===== config.mk =====
export PLATFORM = sky130hd
export DESIGN_NAME = instr_fetch_unit_flat
export DESIGN_NICKNAME = d
export VERILOG_FILES = /design/src/rtl/mips_fetch_pkg.sv /design/src/rtl/instr_fetch_unit_if.sv /design/src/rtl/fetch_buffer.sv /design/src/rtl/instr_fetch_unit.sv /design/src/flat_wrapper.sv
export SDC_FILE = /design/constraint.sdc
export NUM_CORES = 1
export LEC_CHECK = 0
export CORE_MARGIN = 3
export CORE_UTILIZATION = 50
export CTS_CLUSTER_SIZE = 14
export DETAILED_ROUTE_END_ITERATION = 16
export GPL_TIMING_DRIVEN = 1
export PLACE_DENSITY = 0.95
export RECOVER_POWER = 25
export SYNTH_ARGS = -nofsm -noshare
export SYNTH_HDL_FRONTEND = slang
export SYNTH_SLANG_ARGS = --single-unit

===== constraint.sdc =====
create_clock -name clk -period 14.15 [get_ports clk]
set_input_delay 4.245 -clock clk [delete_from_list [all_inputs] [get_ports clk]]
set_output_delay 4.245 -clock clk [all_outputs]
set_load 0.03 [all_outputs]

===== src/rtl/mips_fetch_pkg.sv =====
// Shared types and constants for the instruction fetch unit.
//   fetch_state_t        : FETCH (may issue), WAIT (issued, stalled), HALT
//   RESET_VECTOR_DEFAULT : default PC loaded on reset
//   HALT_ADDR_DEFAULT    : default address whose fetch halts the unit
//   WORD_BYTES           : bytes per instruction word
package mips_fetch_pkg;

  typedef enum logic [1:0] {
    FETCH = 2'd0,
    WAIT  = 2'd1,
    HALT  = 2'd2
  } fetch_state_t;

  localparam logic [31:0] RESET_VECTOR_DEFAULT = 32'hBFC0_0000;
  localparam logic [31:0] HALT_ADDR_DEFAULT    = 32'h0000_0000;
  localparam int unsigned WORD_BYTES           = 4;

  // Clears the byte-offset bits of an address.
  localparam logic [31:0] WORD_MASK = ~(32'(WORD_BYTES) - 32'd1);

  // Address of the following instruction word; wraps modulo 2^32.
  function automatic logic [31:0] next_word(input logic [31:0] addr);
    return addr + 32'(WORD_BYTES);
  endfunction

  function automatic logic word_aligned(input logic [31:0] addr);
    return (addr & ~WORD_MASK) == 32'd0;
  endfunction

endpackage


===== src/rtl/instr_fetch_unit_if.sv =====
// Bus bundle between the fetch unit and its surroundings.
//   mem_*   : word-read port towards instruction memory (Avalon-style waitrequest)
//   instr_* : valid/ready delivery of {pc, instruction} towards decode
// Modports: master = fetch unit side, slave = memory/decode side.
interface instr_fetch_unit_if;

  logic [31:0] mem_address;
  logic        mem_read;
  logic        mem_waitrequest;
  logic [31:0] mem_readdata;

  logic        instr_valid;
  logic        instr_ready;
  logic [31:0] instr_data;
  logic [31:0] instr_pc;

  modport master (
    output mem_address,
    output mem_read,
    input  mem_waitrequest,
    input  mem_readdata,
    output instr_valid,
    input  instr_ready,
    output instr_data,
    output instr_pc
  );

  modport slave (
    input  mem_address,
    input  mem_read,
    output mem_waitrequest,
    output mem_readdata,
    input  instr_valid,
    output instr_ready,
    input  instr_data,
    input  instr_pc
  );

endinterface


===== src/rtl/fetch_buffer.sv =====
// One-entry {pc, instruction} holding register between memory and decode.
//   clk, reset           : clock, asynchronous active-high reset
//   flush                : drop the held entry (redirect)
//   load, load_pc/_data  : capture a new entry (caller guarantees the slot is free)
//   out_ready            : consumer accepts when out_valid & out_ready
//   out_valid/_pc/_data  : held entry; stable while valid and not accepted
module fetch_buffer (
  input  logic        clk,
  input  logic        reset,
  input  logic        flush,
  input  logic        load,
  input  logic [31:0] load_pc,
  input  logic [31:0] load_data,
  input  logic        out_ready,
  output logic        out_valid,
  output logic [31:0] out_pc,
  output logic [31:0] out_data
);

  // NOTE: clocked state uses non-blocking (<=) so every flop samples pre-edge values; blocking assignments here would make results depend on statement order.
  always_ff @(posedge clk or posedge reset) begin
    if (reset) begin
      out_valid <= 1'b0;
      // NOTE: the payload is reset as well, so decode sees pc/data of zero rather than X after reset.
      out_pc    <= '0;
      out_data  <= '0;
    end else begin
      if (flush) begin
        out_valid <= 1'b0;
      end else if (load) begin
        out_valid <= 1'b1;
      end else if (out_valid && out_ready) begin
        out_valid <= 1'b0;
      end

      if (load && !flush) begin
        out_pc   <= load_pc;
        out_data <= load_data;
      end
    end
  end

endmodule


===== src/rtl/instr_fetch_unit.sv =====
// Instruction fetch unit: holds the PC, issues word reads starting at
// RESET_VECTOR, rides out memory wait states, and hands {pc, instruction}
// to decode through a one-entry buffer. Execute can redirect the PC; the
// unit halts once the PC reaches HALT_ADDR and only reset restarts it.
// Ports:
//   clk, reset          : clock, asynchronous active-high reset
//   bus (master)        : mem_* read port and instr_* delivery port
//   redirect_valid/_pc  : one-cycle PC replacement from execute
//   active              : 1 while running, 0 once halted
//   fetch_exc/_badvaddr : misaligned-fetch trap (0 unless enabled)
// Build option: define FETCH_MISALIGN_TRAP_EN to trap on a misaligned PC
// instead of silently word-aligning redirect targets.
module instr_fetch_unit
  import mips_fetch_pkg::*;
#(
  parameter logic [31:0] RESET_VECTOR = RESET_VECTOR_DEFAULT,
  parameter logic [31:0] HALT_ADDR    = HALT_ADDR_DEFAULT
) (
  input  logic                      clk,
  input  logic                      reset,
  instr_fetch_unit_if.master        bus,
  input  logic                      redirect_valid,
  input  logic [31:0]               redirect_pc,
  output logic                      active,
  output logic                      fetch_exc,
  output logic [31:0]               fetch_badvaddr
);

  fetch_state_t state;
  logic [31:0]  pc;
  logic [31:0]  wait_addr;   // address of the stalled transfer, frozen while in WAIT
  logic         discard;     // stalled transfer belongs to a path abandoned by redirect

  logic         buf_valid;
  logic [31:0]  buf_pc;
  logic [31:0]  buf_data;

  logic         issue;
  logic         stall;
  logic         accept;
  logic         mem_read;
  logic [31:0]  mem_address;
  logic         buf_load;
  logic         buf_flush;
  logic         pc_fetchable;
  logic [31:0]  redirect_target;

`ifdef FETCH_MISALIGN_TRAP_EN
  assign redirect_target = redirect_pc;
  assign pc_fetchable    = word_aligned(pc);
`else
  assign redirect_target = redirect_pc & WORD_MASK;
  assign pc_fetchable    = 1'b1;
`endif

  // Request logic is combinational so a consume and a new read can share a
  // cycle, giving one instruction per cycle from zero-wait memory.
  // NOTE: every signal driven here gets a default first, so no path leaves one unassigned and no latch is inferred.
  always_comb begin
    issue       = 1'b0;
    mem_read    = 1'b0;
    mem_address = pc;
    if (state == FETCH) begin
      issue = !reset && (!buf_valid || bus.instr_ready)
              && (pc != HALT_ADDR) && pc_fetchable;
      mem_read = issue;
    end else if (state == WAIT) begin
      mem_read    = 1'b1;
      mem_address = wait_addr;
    end
  end

  assign stall     = mem_read && bus.mem_waitrequest;
  assign accept    = mem_read && !bus.mem_waitrequest;
  // Data of a redirected-away path never reaches the buffer.
  assign buf_load  = accept && !discard && !redirect_valid;
  assign buf_flush = redirect_valid && (state != HALT);

  always_ff @(posedge clk or posedge reset) begin
    if (reset) begin
      state     <= FETCH;
      pc        <= RESET_VECTOR;
      wait_addr <= '0;
      discard   <= 1'b0;
    end else begin
      unique case (state)
        FETCH: begin
          if (stall) begin
            state     <= WAIT;
            wait_addr <= pc;
          end
          if (redirect_valid) begin
            pc      <= redirect_target;
            // A read presented but not yet accepted must still complete.
            discard <= stall;
          end else if (pc == HALT_ADDR) begin
            state <= HALT;
          end else if (accept) begin
            pc <= next_word(pc);
          end
        end
        WAIT: begin
          if (accept) begin
            state   <= FETCH;
            discard <= 1'b0;
          end
          if (redirect_valid) begin
            pc <= redirect_target;
            if (!accept) discard <= 1'b1;
          end else if (accept && !discard) begin
            pc <= next_word(pc);
          end
        end
        HALT: begin
          // Only reset leaves HALT; redirects are ignored.
        end
        default: state <= FETCH;
      endcase
    end
  end

`ifdef FETCH_MISALIGN_TRAP_EN
  logic        exc_q;
  logic [31:0] badvaddr_q;

  always_ff @(posedge clk or posedge reset) begin
    if (reset) begin
      exc_q      <= 1'b0;
      badvaddr_q <= '0;
    end else if (redirect_valid && state != HALT) begin
      exc_q      <= 1'b0;
      badvaddr_q <= '0;
    end else if (state == FETCH && !pc_fetchable && pc != HALT_ADDR) begin
      exc_q      <= 1'b1;
      badvaddr_q <= pc;
    end
  end

  assign fetch_exc      = exc_q;
  assign fetch_badvaddr = badvaddr_q;
`else
  assign fetch_exc      = 1'b0;
  assign fetch_badvaddr = '0;
`endif

  fetch_buffer u_buffer (
    .clk       (clk),
    .reset     (reset),
    .flush     (buf_flush),
    .load      (buf_load),
    .load_pc   (mem_address),
    .load_data (bus.mem_readdata),
    .out_ready (bus.instr_ready),
    .out_valid (buf_valid),
    .out_pc    (buf_pc),
    .out_data  (buf_data)
  );

  assign bus.mem_read    = mem_read;
  assign bus.mem_address = mem_address;
  assign bus.instr_valid = buf_valid;
  assign bus.instr_pc    = buf_pc;
  assign bus.instr_data  = buf_data;
  assign active          = (state != HALT);

endmodule


===== src/flat_wrapper.sv =====
// flat-port wrapper written by rule: the top's interface ports become plain ports
module instr_fetch_unit_flat import mips_fetch_pkg::*;
#(
  parameter logic [31:0] RESET_VECTOR = RESET_VECTOR_DEFAULT,
  parameter logic [31:0] HALT_ADDR    = HALT_ADDR_DEFAULT
)
  (clk, reset, redirect_valid, redirect_pc, active, fetch_exc, fetch_badvaddr, bus_mem_address, bus_mem_read, bus_mem_waitrequest, bus_mem_readdata, bus_instr_valid, bus_instr_ready, bus_instr_data, bus_instr_pc);
  instr_fetch_unit_if bus_i ();
  input  logic clk;
  input  logic reset;
  input  logic redirect_valid;
  input  logic [31:0] redirect_pc;
  output logic active;
  output logic fetch_exc;
  output logic [31:0] fetch_badvaddr;
  output wire logic [$bits(bus_i.mem_address)-1:0] bus_mem_address;
  output wire logic [$bits(bus_i.mem_read)-1:0] bus_mem_read;
  input wire logic [$bits(bus_i.mem_waitrequest)-1:0] bus_mem_waitrequest;
  input wire logic [$bits(bus_i.mem_readdata)-1:0] bus_mem_readdata;
  output wire logic [$bits(bus_i.instr_valid)-1:0] bus_instr_valid;
  input wire logic [$bits(bus_i.instr_ready)-1:0] bus_instr_ready;
  output wire logic [$bits(bus_i.instr_data)-1:0] bus_instr_data;
  output wire logic [$bits(bus_i.instr_pc)-1:0] bus_instr_pc;
  assign bus_mem_address = bus_i.mem_address;
  assign bus_mem_read = bus_i.mem_read;
  assign bus_i.mem_waitrequest = bus_mem_waitrequest;
  assign bus_i.mem_readdata = bus_mem_readdata;
  assign bus_instr_valid = bus_i.instr_valid;
  assign bus_i.instr_ready = bus_instr_ready;
  assign bus_instr_data = bus_i.instr_data;
  assign bus_instr_pc = bus_i.instr_pc;
  instr_fetch_unit #(.RESET_VECTOR(RESET_VECTOR), .HALT_ADDR(HALT_ADDR)) u_core (.clk(clk), .reset(reset), .bus(bus_i), .redirect_valid(redirect_valid), .redirect_pc(redirect_pc), .active(active), .fetch_exc(fetch_exc), .fetch_badvaddr(fetch_badvaddr));
endmodule

==> flow_metrics.py <==
metrics = {
    "layout": {
        "fin_nets": 744,
        "synthToLayoutAreaGrowth_pct": 34.05,
        "antenna_cells": 0,
        "final_cells": 854,
        "final_layout_size_suffix_gt1_share_pct": 17.20,
        "fillers": 833,
    },
    "die": {
        "die_area_sq_um": 13850,
        "die_h_um": 117.7,
        "core.rowCount": 40,
        "initial_core_util_pct": 51.49,
        "core_sq_um": 12110,
        "io_pins": 201,
        "die_w_um": 117.7,
    },
    "drt": {
        "totalWireLength_um": 16500,
        "drc_errors": 0,
        "vias_per_cell": 5.696,
        "first_iter_violations": 493,
        "via_count": 4864,
        "routedWlPerCell_um": 19.32,
        "firstDrtPassIters": 5,
        "ant_nets": 0,
    },
    "clocking": {
        "insertion_delay_ns": 0.42,
        "cts_hold_buf": 0,
        "path_clk_slew_ns": 0.05,
        "cts_setup_buffers": 0,
        "htreeDepth": 4,
        "cts_made_buffers": 17,
        "cts.sinks": 126,
        "cts-root-buf": "clkbuf_16",
        "cts_tree": "yes",
        "cts_buffer_depth": 2,
        "cts-resized-gates": 0,
    },
    "critical_path": {
        "end_kind": "primary output",
        "start_kind": "input port",
        "arrival_ns": 6.16,
        "crit_fanout": 3,
        "cp_data_required_time_ns": 9.90,
        "worstSetupPathType": "input port to primary output",
    },
    "synthesis": {
        "mappedNetlistArea_sq_um": 6236,
        "syn_avg_cell_area_sq_um": 11.83,
        "async_flop_share_pct": 100.0,
        "synth.area.top_cells": "dfrtp_1 (47%), mux2_2 (12%), mux2_1 (9.4%)",
        "seq_area_frac_synth_pct": 50.74,
        "yosysMostFrequentCell": "dfrtp_1",
        "synth_cells": 527,
        "ys.flop_type": "dfrtp_1",
        "ys_seq_elements": 126,
        "synth_edf_count": 0,
        "yosys.area.top_type": "dfrtp_1",
        "ys_types": 60,
        "yosys-top-cells-count": "dfrtp_1 (117), mux2_2 (69), mux2_1 (52)",
        "yosys.area.top_type_share_pct": 46.95,
        "synth_warnings": 0,
    },
    "timing": {
        "fmax_mhz": 96.13,
        "tns_ns": 0,
        "worst_clock_skew_ns": 0.006583,
        "tightest_slew_ns": 2.395,
        "final.period_utilization_pct": 73.52,
        "hold_viol_final": 0,
        "timing.final.max_slew_violations": 93,
        "setup_viol": 0,
        "grt_setup_unrepaired": "false",
        "min_period_ns": 10.40,
        "slew_headroom_pct": -60.55,
    },
    "pwr": {
        "p_sw_share_pct": 35.20,
        "switchingPower_w": 0.0005295,
        "p_int_w": 0.0009746,
        "combPwrFrac_pct": 36.2,
        "pwr-share-clk_pct": 28.3,
        "leakage_nw": 3.361,
        "power.share.sequential_pct": 35.5,
        "power_density_nw_per_um2": 179.9,
        "ir_drop_mv": 0.1169,
    },
    "min_path": {
        "hold_path.class": "flop to flop",
    },
    "place": {
        "io_buffers": 161,
        "dp.cells": 822,
        "hpwl_um": 11370,
        "globalplace.congestion": 0.9164,
    },
    "outcome": {
        "violations": "max-capacitance violations, max-slew violations",
        "outcome": "finished, violations left",
    },
    "global_routing": {
        "antenna_found_initial": 0,
        "first_global_vias": 4840,
        "gr-total-overflow": 0,
        "track_usage_pct": 23.84,
        "grt_max_degree": 73,
        "grt_pass1_wl_um": 26340,
    },
    "run": {
        "cap_violations": 2,
    },
}
-- state kept, by name (all words and copies together), names as in the netlist --
register,count
u_core.u_buffer.out_pc,30
u_core.u_buffer.out_valid,1
u_core.state,2
u_core.discard,1
u_core.pc,30
u_core.u_buffer.out_data,32
u_core.wait_addr,30
-- worst max-delay path, cell delays in order --
cell             delay [ns]
dlygate4sd3_1          0.61
nor3_1                 0.20
o21ai_0                0.22
nand2_1                0.15
clkdlybuf4s50_1        0.72
-- cell families after synthesis --
| logic type | after synthesis | synth area share (%) |
|---|---|---|
| xor+xnor | 1 | 0.1405 |
| other cells | 1 | 0.06013 |
| simple gates | 117 | 10.57 |
| buf+inv | 79 | 7.263 |
| fa+ha+maj | 2 | 0.4012 |
| flops | 126 | 50.74 |
| mux | 122 | 22.01 |
| compound gates | 79 | 8.808 |
-- placed cells by master, fill, tap and decap left out, drive strengths merged, types with 10 or more instances in the layout --
master	netlist	layout
clkdlybuf4s50	0	130
mux2	121	121
dfrtp	117	117
conb	1	37
dlygate4sd3	0	31
nor2	26	26
clkbuf	24	26
nor3	17	17
o21ai	16	16
nand2	15	15
o22ai	14	14
a21oi	13	13
a211oi	10	10
-- metal layers --
layer / GRT usage (%) / share of wire [%] / vias to the layer above
met5: 0 / 0 / -
met4: 8.498 / 2.5 / 0
met3: 8.217 / 10 / 39
met2: 38.45 / 48 / 348
met1: 29.92 / 39 / 2320
li1: - / - / 2157
-- worst paths after layout --
kind | from | to | slack (ns) | depth (start not counted)
setup / recovery | reset | bus_mem_read | 3.75 | 5
hold / removal | u_core.u_buffer.out_data[17] | u_core.u_buffer.out_data[17] | 0.47 | 1
setup reg to reg | u_core.state[1] | u_core.pc[27] | 10.36 | 6
hold reg to reg | u_core.u_buffer.out_data[17] | u_core.u_buffer.out_data[17] | 0.47 | 1
max in group asynchronous | reset | u_core.u_buffer.out_data[6] | 7.33 | 3
min in group asynchronous | reset | u_core.state[0] | 5.03 | 2
-- per-stage QoR --
| step | total power (W) | setup slack (ns) | cell area (sq um) | util, % | hold slack, ns |
|---|---|---|---|---|---|
| floorplan | 0.0008584 | 4.985 | 6371 | - | 0.4460 |
| global placement | 0.001074 | 3.964 | 7794 | 64.35 | 0.4613 |
| finish | 0.001504 | 3.747 | 8359 | 69.02 | 0.4741 |
| global route | 0.001568 | 3.622 | 8359 | 69.02 | 0.4911 |
| CTS | 0.001528 | 3.888 | 8364 | 69.06 | 0.4876 |
| detailed placement | 0.001100 | 3.909 | 7794 | 64.35 | 0.4748 |
-- power groups by stage --
stage,logic [W],clock network [W],registers [W]
after floorplan,0.000194,0,0.000664
final,0.000545,0.000425,0.000534
after CTS,0.000564,0.000429,0.000536
after global placement,0.000547,0,0.000527
after detailed placement,0.000560,0,0.000539
after global routing,0.000572,0.000449,0.000547
-- layout make-up --
class	count	area [sq um]	share of cell area, %
inverters	5	20.02	0.2395
clock inverters	7	85.08	1.018
clock buffers	25	485.5	5.808
flip-flops and latches	126	3164	37.85
repair buffers	165	1638	19.59
multi-input cells	358	2756	32.97
well taps	168	210.2	2.515
Note: power is estimated with default switching activity, not from simulation.
